<file path="src/rtl/lbp_pkg.sv">
// Shared constants, FSM encoding and address helpers for the LBP host.
package lbp_pkg;

  localparam int IMG_W = 128;
  localparam int IMG_H = 128;
  localparam int AW = 14;
  localparam int DW = 8;
  localparam int LW = $clog2(IMG_W);
  localparam int RW = AW - LW;
  localparam int INTERIOR_CNT = (IMG_W - 2) * (IMG_H - 2);
  localparam int BORDER_CNT = 2 * IMG_W + 2 * (IMG_H - 2);

  typedef enum logic [2:0] {
    S_IDLE,
    S_LOAD,
    S_SERVE,
    S_FILL,
    S_DONE
  } state_t;

  function automatic logic on_border(input logic [AW-1:0] a);
    logic [RW-1:0] row;
    logic [LW-1:0] col;
    row = a[AW-1:LW];
    col = a[LW-1:0];
    return (row == '0) || (row == RW'(IMG_H - 1)) ||
           (col == '0) || (col == LW'(IMG_W - 1));
  endfunction

endpackage

</file>
<file path="src/rtl/lbp_border_gen.sv">
// Border address sequencer: row 0, last row, then left/right edge pairs.
module lbp_border_gen
  import lbp_pkg::*;
(
  input  logic          clk,
  input  logic          reset_n,
  input  logic          en,
  output logic [AW-1:0] addr,
  output logic          last
);

  logic [AW-1:0] idx;
  logic [AW-1:0] k;
  logic [RW-1:0] row;

  always_ff @(posedge clk or negedge reset_n) begin
    if (!reset_n) begin
      idx <= '0;
    end else if (!en) begin
      idx <= '0;
    end else begin
      idx <= idx + AW'(1);
    end
  end

  always_comb begin
    k = idx - AW'(2 * IMG_W);
    row = k[RW:1] + RW'(1);
    last = (idx == AW'(BORDER_CNT - 1));
    if (idx < AW'(IMG_W)) begin
      addr = idx;
    end else if (idx < AW'(2 * IMG_W)) begin
      addr = AW'((IMG_H - 1) * IMG_W) + (idx - AW'(IMG_W));
    end else begin
      addr = {row, {LW{k[0]}}};
    end
  end

endmodule

</file>
<file path="src/rtl/lbp_host.sv">
// Host responder: image load, gray read service, result capture, border fill.
module lbp_host
  import lbp_pkg::*;
(
  input  logic          clk,
  input  logic          reset_n,
  input  logic          start,
  input  logic          load_valid,
  input  logic [DW-1:0] load_data,
  output logic          load_ready,
  output logic [AW-1:0] img_addr,
  output logic          img_we,
  output logic [DW-1:0] img_wdata,
  input  logic [DW-1:0] img_rdata,
  input  logic          gray_req,
  input  logic [AW-1:0] gray_addr,
  output logic          gray_ready,
  output logic [DW-1:0] gray_data,
  input  logic          lbp_valid,
  input  logic [AW-1:0] lbp_addr,
  input  logic [DW-1:0] lbp_data,
  input  logic          finish,
  output logic [AW-1:0] res_addr,
  output logic          res_we,
  output logic [DW-1:0] res_wdata,
  output logic [AW-1:0] lbp_count,
  output logic          done,
  output logic          err
);

  state_t        state;
  state_t        state_nx;
  logic [AW-1:0] load_cnt;
  logic          phase_b;
  logic [DW-1:0] gray_hold;
  logic          prev_valid;
  logic [AW-1:0] last_addr;
  logic          fill_en;
  logic          fill_last;
  logic [AW-1:0] fill_addr;
  logic          serve_wr;
  logic          new_res;
  logic [AW-1:0] cnt_inc;

  lbp_border_gen u_border (
    .clk    (clk),
    .reset_n(reset_n),
    .en     (fill_en),
    .addr   (fill_addr),
    .last   (fill_last)
  );

  assign done = (state == S_DONE);
  assign serve_wr = (state == S_SERVE) && lbp_valid;
  assign new_res = serve_wr &&
                   (!prev_valid || (lbp_addr != last_addr));
  assign cnt_inc = lbp_count + {{(AW-1){1'b0}}, new_res};

  always_comb begin
    state_nx = state;
    load_ready = 1'b0;
    img_we = 1'b0;
    img_addr = '0;
    img_wdata = '0;
    gray_ready = 1'b0;
    gray_data = gray_hold;
    res_we = 1'b0;
    res_addr = '0;
    res_wdata = '0;
    fill_en = 1'b0;
    unique case (state)
      S_IDLE: begin
        if (start) state_nx = S_LOAD;
      end
      S_LOAD: begin
        load_ready = 1'b1;
        if (load_valid) begin
          img_we = 1'b1;
          img_addr = load_cnt;
          img_wdata = load_data;
          if (load_cnt == AW'(IMG_W * IMG_H - 1)) state_nx = S_SERVE;
        end
      end
      S_SERVE: begin
        if (phase_b) begin
          gray_ready = 1'b1;
          gray_data = img_rdata;
        end else if (gray_req) begin
          img_addr = gray_addr;
        end
        if (lbp_valid) begin
          res_we = 1'b1;
          res_addr = lbp_addr;
          res_wdata = lbp_data;
        end
        if (finish) state_nx = S_FILL;
      end
      S_FILL: begin
        fill_en = 1'b1;
        res_we = 1'b1;
        res_addr = fill_addr;
        if (fill_last) state_nx = S_DONE;
      end
      S_DONE: begin
      end
      default: state_nx = S_IDLE;
    endcase
  end

  always_ff @(posedge clk or negedge reset_n) begin
    if (!reset_n) begin
      state <= S_IDLE;
      load_cnt <= '0;
      phase_b <= 1'b0;
      gray_hold <= '0;
      prev_valid <= 1'b0;
      last_addr <= '0;
      lbp_count <= '0;
      err <= 1'b0;
    end else begin
      state <= state_nx;
      if ((state == S_IDLE) && start) load_cnt <= '0;
      else if (img_we) load_cnt <= load_cnt + AW'(1);
      phase_b <= (state == S_SERVE) && !phase_b && gray_req;
      if (gray_ready) gray_hold <= img_rdata;
      prev_valid <= serve_wr;
      if (serve_wr) last_addr <= lbp_addr;
      lbp_count <= cnt_inc;
      // finish-cycle write is already folded into cnt_inc
      if (serve_wr && on_border(lbp_addr)) err <= 1'b1;
      if ((state == S_SERVE) && finish &&
          (cnt_inc != AW'(INTERIOR_CNT))) err <= 1'b1;
      if ((state == S_FILL) && lbp_valid) err <= 1'b1;
    end
  end

endmodule
</file>
<file path="config.mk">
export PLATFORM = sky130hd
export DESIGN_NAME = lbp_host
export DESIGN_NICKNAME = d
export VERILOG_FILES = /design/src/rtl/lbp_pkg.sv /design/src/rtl/lbp_border_gen.sv /design/src/rtl/lbp_host.sv
export SDC_FILE = /design/constraint.sdc
export NUM_CORES = 1
export LEC_CHECK = 0
export BUFFER_PORTS_ARGS = -buffer_cell sky130_fd_sc_hd__buf_2
export CORE_MARGIN = 1
export CORE_UTILIZATION = 56
export CTS_CLUSTER_SIZE = 40
export DETAILED_ROUTE_END_ITERATION = 8
export PLACE_DENSITY_LB_ADDON = 0.1
export SLEW_MARGIN = 20
export SYNTH_ARGS = -nofsm -noshare
export SYNTH_HDL_FRONTEND = slang
export SYNTH_SLANG_ARGS = --single-unit
</file>
<file path="constraint.sdc">
create_clock -name clk -period 5.36 [get_ports clk]
set_input_delay 0.536 -clock clk [delete_from_list [all_inputs] [get_ports clk]]
set_output_delay 0.536 -clock clk [all_outputs]
set_load 0.02 [all_outputs]
</file>
==> results of run 1 <==
## registers in the layout (all words and copies together) (netlist names)
signal	count
prev_valid	1
err	1
load_cnt	14
phase_b	1
gray_hold	8
lbp_count	14
last_addr	14
state	3
u_border.idx	14
## cell type report
class	instances	area share, %
Clock inverter	5	0.984
Sequential cell	70	34.5
Multi-Input combinational cell	363	45.9
Tap cell	99	2.44
Timing Repair Buffer	132	13.1
Inverter	7	0.517
Clock buffer	11	2.58
## metal layers
metal  share of wire, %  vias up  track usage (%)
met5                  0        -                0
met4                2.0        0             8.65
met3                6.3       20             6.19
met2                 47      131             39.4
met1                 45     1764             35.1
li1                   -     1868                -
## through the flow
stage / setup slack [ps] / util [%] / std cells / power, mW / hold slack (ps)
global route: 1820 / 69.7 / 687 / 2.08 / 424
CTS: 2100 / 69.7 / 687 / 1.97 / 421
finish: 2100 / 69.7 / 687 / 1.95 / 368
detailed placement: 2460 / 67.2 / 671 / 1.56 / 472
global placement: 2550 / 67.2 / 671 / 1.53 / 472
floorplan: 2880 / - / 464 / 1.33 / 240
## critical path, stage by stage, from the launching register on
cell,delay (ps)
dfrtp_1,560
nand2b_1,120
nor2_1,150
nand2_1,340
inv_1,620
nand2_1,200
o21ai_0,160
buf_2,230
## kinds of logic after synthesis
kind of cell	share of synthesized area, %
AOI/OAI and AO/OA	10.4
xor gates and xnor gates	10.8
adders and majority gates	2.66
buffers and inverters	3.37
DFF	41.4
muxes	4.76
and+or+nand+nor	26.6
## worst paths after layout
check                         startpoint            end  slack, ps  cells after the start
hold reg to reg            lbp_count[13]  lbp_count[13]        480                      1
min in group clk            img_rdata[1]   gray_hold[1]        430                      2
hold / removal                   reset_n  last_addr[10]        370                      2
setup / recovery                state[1]    res_addr[4]       2100                      7
max in group asynchronous        reset_n   last_addr[3]       4380                      2
setup reg to reg                state[1]            err       2450                     11
## report_power, final
part           leakage, nW  switching [mW]  internal, mW
sequential           0.924           0.129         0.653
combinational         1.49           0.447         0.314
clock               0.0968           0.195         0.212
## synth_stat cells (all sizes together), types with 5 or more instances
cell type and number:
a21oi 18, a22o 15, and2 19, and3 5, buf 17, clkbuf 7, dfrtp 70, ha 9
inv 7, mux2 17, nand2 72, nand3 17, nand4 13, nor2 36, nor3 13, nor3b 5
nor4 13, o21ai 21, or3 6, xnor2 34, xor2 18
==> qor.yml, run 1 <==
crit_path_start_kind: "flop"
portBuffers: 130
synth-main-ff-cell: "dfrtp_1"
grtUsageTotal_pct: 25.5
start_util_pct: 58.0
leakage_nw: 2.51
antenna_found_initial: 0
finish.instance_area_sq_um: 5080
cts_tree: "yes"
fp.dieW_um: 88.9
synth-async-reset-ratio_pct: 100
required_ps: 4820
syn_nets: 532
slew_viol_final: 0
most-common-layout-cells: "buf_2 (130), nand2_1 (72), dfrtp_1 (70), nor2_1 (36), xnor2_1 (34)"
regArea_sq_um: 1750
rows: 31
yosysWarnings: 0
worst_pin_slew_ps: 903
num_antenna_cells: 0
cts_buffer_depth: 2
hold_path.class: "in -> async"
fmax_ghz: 0.307
nets: 651
placed_area_sq_um: 4900
hold_viol_final: 0
final_common_cell: "buf_2"
timing.max_cap.violations: 0
antenna_left: 0
gp_congestion: 0.847
postCtsHoldBufs: 0
fin_skew_ps: 6.36
worstSetupPathType: "reg -> out"
post-route-min-period_ps: 3260
drcViolationCount: 0
synth_top_cell_area_share_pct: 41.4
cts_resized: 0
grt_pass1_vias: 3312
clk_latency_ps: 340
cts.sinks: 70
cp-end-kind: "output pin"
grt_max_degree: 71
yosysSeqAreaShare_pct: 41.4
yosysTopAreaCell: "dfrtp_1"
drt_iter0_markers: 116
avgSynthCellArea_sq_um: 9.11
multi_input_area_sq_um: 2330
syn_area_sq_um: 4230
clk_pin_slew_ps: 70
root_buffer: "clkbuf_8"
htree_num_levels: 3
drive_gt1_share_pct: 29.6
vias_per_cell: 5.51
tns_ps: 0
layout_worst_path_cycle_share_pct: 60.8
outcome: "finished, final reports clean"
drt_first_pass_iters: 4
filler_cell_count: 627
routed_wl_mm: 9.69
max_slew_margin_pct: 39.5
ir_drop_mv: 0.249
gr-total-overflow: 0
setup_violations: 0
crit_arrival_ps: 2720
syn2layout_area_growth_pct: 20.2
synth.area.top_cells: "dfrtp_1 (41%), xnor2_1 (7.0%), nand2_1 (6.4%), mux2_2 (4.5%), xor2_1 (3.7%)"
numCtsBuffers: 9
postCtsSetupBuffers: 0
synth_edf_count: 0
wl_per_cell_um: 14.1
die_h_um: 88.9
synth.distinct_cells: 49
post-dp-hpwl_mm: 7.23
rsz0062_at_grt: "no"
synth_seq_cells: 70
cellPowerDensity_nw_per_um2: 383
coreArea_sq_um: 7290
vias: 3783
cp_max_fo: 24
dieArea_sq_um: 7900
grt_first_pass_wirelength_mm: 15.5
boundaryPins: 131
synthCells: 464
Note: power is estimated with default switching activity, not from simulation.
==> run 2: changes to the inputs <==
--- a/config.mk
+++ b/config.mk
@@ -7,7 +7,7 @@
 export LEC_CHECK = 0
 export BUFFER_PORTS_ARGS = -buffer_cell sky130_fd_sc_hd__buf_2
 export CORE_MARGIN = 1
-export CORE_UTILIZATION = 56
+export CORE_UTILIZATION = 52
 export CTS_CLUSTER_SIZE = 40
 export DETAILED_ROUTE_END_ITERATION = 8
 export PLACE_DENSITY_LB_ADDON = 0.1
==> constraint.sdc (replaced) <==
create_clock -name clk -period 3.2 [get_ports clk]
set_input_delay 0.32 -clock clk [delete_from_list [all_inputs] [get_ports clk]]
set_output_delay 0.32 -clock clk [all_outputs]
set_load 0.02 [all_outputs]
==> run 2 against run 1 <==
Net effect:
- routed wire length rose by 3.3%
- cell count rose by 1.2%
- clock power rose by 93%
- via count fell by 0.37%
- highest routed layer unchanged
- largest cell class unchanged
- non-clock buffer count rose by 5
- sequential power rose by 66%
==> qor.yml, run 2 (synthesized netlist as in run 1, its figures left out) <==
antenna_found_initial: 0
drt_first_pass_iters: 4
nets: 656
clk_pin_slew_ps: 70
setup_violations: 0
crit_path_start_kind: "flop"
coreArea_sq_um: 7810
worst_pin_slew_ps: 896
antenna_left: 0
drive_gt1_share_pct: 30.2
post-route-min-period_ps: 2800
pre_cts_ws_ps: 518
portBuffers: 130
crit_top_cell: "nand2_1"
fin_ws_ps: 400
htree_num_levels: 3
routed_wl_mm: 10.0
cts_resized: 0
grt_max_degree: 71
syn2layout_area_growth_pct: 22.0
final_common_cell: "buf_2"
fin_skew_ps: 9.66
cts.sinks: 70
ir_drop_mv: 0.458
required_ps: 2880
die_h_um: 92.2
cp-end-kind: "output pin"
postCtsSetupBuffers: 0
filler_cell_count: 660
holdWs_ps: 163
critPathSlowestCell: "inv_1"
grt_pass1_vias: 3609
vias: 3769
post-dp-hpwl_mm: 7.41
final_core_util_pct: 66.1
finish.instance_area_sq_um: 5160
grtUsageTotal_pct: 24.7
outcome: "finished, final reports clean"
cts_tree: "yes"
drcViolationCount: 0
final_cell_count_no_fill: 695
cp_max_fo: 24
cts_buffer_depth: 2
crit_start: "state[2]"
boundaryPins: 131
num_antenna_cells: 0
gp_congestion: 0.876
path_cells: "nand2b_1 -> nor2_1 -> nand2_1 -> buf_4 -> inv_1 -> nand2_1 -> o21ai_0 -> buf_2"
vias_per_cell: 5.42
reg2reg_from: "last_addr[11]"
tns_ps: 0
max_slew_margin_pct: 40.3
hold_viol_final: 0
cellPowerDensity_nw_per_um2: 662
start_util_pct: 54.2
rows: 32
placed_area_sq_um: 4940
hold_path.class: "in -> async"
fp.dieW_um: 92.2
most-common-layout-cells: "buf_2 (130), nand2_1 (72), dfrtp_1 (70), nor2_1 (36), xnor2_1 (34)"
rsz0062_at_grt: "no"
clk_latency_ps: 340
numCtsBuffers: 9
grt_first_pass_wirelength_mm: 16.7
crit_arrival_ps: 2480
worstSetupPathType: "reg -> out"
fmax_ghz: 0.357
leakage_nw: 2.54
slew_viol_final: 0
root_buffer: "clkbuf_8"
postCtsHoldBufs: 0
timing.max_cap.violations: 0
power_mw: 3.41
layout_worst_path_cycle_share_pct: 87.5
dp_cells: 679
critPathMaxStageDelay_ps: 480
wl_per_cell_um: 14.4
dieArea_sq_um: 8500
gr-total-overflow: 0
drt_iter0_markers: 187
==> run 2: cell types whose count changed in the layout (fill, tap and decap cells not counted), sizes merged <==
cell / previous run / this run
buf: 132 / 137
clkinv: 4 / 2
bufinv: 1 / 2
clkbuf: 11 / 12
==> run 2: power breakdown <==
| part | total [mW] | internal, mW | switching, mW |
|---|---|---|---|
| logic | 1.33 | 0.550 | 0.782 |
| clock network | 0.786 | 0.459 | 0.327 |
| registers | 1.30 | 1.09 | 0.203 |
| total | 3.41 | 2.10 | 1.31 |
==> run 2: final timing paths <==
path,cells past startpoint,endpoint,slack (ps)
hold / removal,2,last_addr[11],160
hold reg to reg,1,lbp_count[13],500
max in group asynchronous,2,load_cnt[6],2420
setup reg to reg,11,err,600
min in group clk,2,gray_hold[6],220
setup / recovery,8,res_addr[1],400
==> run 2: worst max-delay path, delay by kind of cell, from the launching register on <==
family,cells,cell delay (ps)
AND/OR/NAND/NOR,4,630
flip-flops,1,470
buffers and inverters,3,890
AO/OA/AOI/OAI,1,150
==> run 2: area by class of cell <==
type | count | area, sq um | area share [%]
clock inverters | 4 | 70.1 | 1.36
inverters | 7 | 26.3 | 0.509
well taps | 102 | 128 | 2.47
flip-flops and latches | 70 | 1750 | 34.0
repair buffers | 137 | 703 | 13.6
multi-input cells | 363 | 2330 | 45.3
clock buffers | 12 | 145 | 2.81
==> run 2: layer usage <==
| layer | track usage [%] | vias up | share of wire [%] | wire length [um] |
|---|---|---|---|---|
| li1 | - | 1879 | - | - |
| met1 | 33.3 | 1775 | 46 | 4640 |
| met2 | 40.1 | 97 | 48 | 4770 |
| met3 | 4.15 | 18 | 4.2 | 422 |
| met4 | 8.72 | 0 | 1.7 | 172 |
| met5 | 0 | - | 0 | 0 |
==> run 3: changes to the inputs <==
--- a/config.mk
+++ b/config.mk
@@ -6,7 +6,7 @@
 export NUM_CORES = 1
 export LEC_CHECK = 0
 export BUFFER_PORTS_ARGS = -buffer_cell sky130_fd_sc_hd__buf_2
-export CORE_MARGIN = 1
+export CORE_MARGIN = 2
 export CORE_UTILIZATION = 52
 export CTS_CLUSTER_SIZE = 40
 export DETAILED_ROUTE_END_ITERATION = 8
==> run 3 against run 2 <==
Net effect:
- worst setup slack lost 24 ps
- non-clock buffer count shrank 2
- count of clock-buffer cells in the layout shrank 1
- clock power grew 15%
- largest power group unchanged
- hold slack lost 6.1 ps
- cell area grew 0.49%
- critical path type unchanged
- cell count shrank 0.29%
- largest cell class unchanged
- total power grew 3.7%
- sequential share of layout area shrank 0.16 points
- clock skew shrank 1.9 ps
==> qor.yml, run 3 (synthesized netlist as in run 1, its figures left out) <==
crit_path_start_kind: "flop"
cp_max_fo: 17
post-route-min-period_ps: 2820
ir_drop_mv: 0.427
antenna_left: 0
critPathMaxStageDelay_ps: 520
rsz0062_at_grt: "no"
htree_num_levels: 3
cts_tree: "yes"
start_util_pct: 54.2
root_buffer: "clkbuf_8"
hold_path.class: "in -> async"
clk_pin_slew_ps: 80
nets: 654
most-common-layout-cells: "buf_2 (130), nand2_1 (72), dfrtp_1 (70), nor2_1 (36), xnor2_1 (34)"
wl_per_cell_um: 15.0
routed_wl_mm: 10.4
drcViolationCount: 0
slew_viol_final: 0
vias_per_cell: 5.63
crit_arrival_ps: 2500
pre_cts_ws_ps: 576
p_sw_share_pct: 37.8
outcome: "finished, final reports clean"
worstSetupPathType: "reg -> out"
boundaryPins: 131
drt_first_pass_iters: 4
setup_violations: 0
leakage_nw: 2.55
max_slew_margin_pct: 39.6
syn2layout_area_growth_pct: 22.6
rows: 32
critPathSlowestCell: "and2_1"
required_ps: 2880
drive_gt1_share_pct: 30.3
final_common_cell: "buf_2"
dp_cells: 677
path_cells: "nor4_1 -> and2_1 -> nor2_1 -> a21oi_1 -> a211oi_1 -> buf_2"
grt_pass1_vias: 3642
num_antenna_cells: 0
cts_buffer_depth: 2
portBuffers: 130
tns_ps: 0
holdWs_ps: 157
cts_resized: 0
timing.max_cap.violations: 0
power_mw: 3.54
die_h_um: 94.2
vias: 3901
rrSetupSlack_ps: 610
p_sw_mw: 1.34
final_cell_count_no_fill: 693
cellPowerDensity_nw_per_um2: 683
cp-end-kind: "output pin"
fin_skew_ps: 7.71
hold_viol_final: 0
antenna_found_initial: 0
fin_ws_ps: 376
finish.instance_area_sq_um: 5180
layout_worst_path_cycle_share_pct: 88.3
clk_latency_ps: 340
seqPwrFrac_pct: 36.7
worst_pin_slew_ps: 903
internal-power_mw: 2.20
gr-total-overflow: 0
cts.sinks: 70
drt_iter0_markers: 185
pwr-share-clk_pct: 25.5
gp_congestion: 0.897
placed_area_sq_um: 4930
coreArea_sq_um: 7810
postCtsSetupBuffers: 0
final_core_util_pct: 66.4
grtUsageTotal_pct: 24.1
critPathBufInv: 1
cp_top_family: "simple AND/OR/NAND/NOR gates"
post-dp-hpwl_mm: 7.69
numCtsBuffers: 9
grt_max_degree: 71
dieArea_sq_um: 8870
combPwrFrac_pct: 37.8
fp.dieW_um: 94.2
postCtsHoldBufs: 0
grt_first_pass_wirelength_mm: 16.9
fmax_ghz: 0.354
==> run 3: layout make-up <==
class | count | area, sq um
clock buffer | 11 | 151
clock inverter | 5 | 104
fill | 666 | 2620
inverter | 7 | 26.3
multi-input combinational | 363 | 2330
sequential | 70 | 1750
tap | 102 | 128
timing repair buffer | 135 | 688
==> run 3: power groups by stage <==
stage                     logic, mW  clock network, mW  registers, mW
final                          1.34              0.901           1.30
after global placement         1.32                  0           1.30
after floorplan               0.949                  0           1.28
after global routing           1.47              0.957           1.33
after detailed placement       1.34                  0           1.31
after CTS                      1.35              0.912           1.30
==> run 3: final timing paths <==
kind | to | from | depth (start not counted)
max | res_addr[5] | u_border.idx[13] | 6
min | last_addr[8] | reset_n | 2
max reg2reg | err | state[2] | 11
min reg2reg | gray_hold[2] | gray_hold[2] | 1
max in group asynchronous | load_cnt[9] | reset_n | 2
min in group clk | gray_hold[6] | img_rdata[6] | 2
==> run 3: worst reg2reg max path: cells and delay by family (launching register included) <==
family                   cells  cell delay, ps
AND/OR/NAND/NOR              8            1420
AO/OA/AOI/OAI                1              90
flip-flops                   1             470
adder cells (fa/ha/maj)      2             500
==> run 3: metal layers <==
| metal | vias up | GRT usage (%) | share of wire, % |
|---|---|---|---|
| li1 | 1865 | - | - |
| met1 | 1879 | 33.0 | 44 |
| met5 | - | 0 | 0 |
| met3 | 19 | 3.61 | 5.1 |
| met2 | 138 | 39.0 | 49 |
| met4 | 0 | 8.33 | 1.8 |
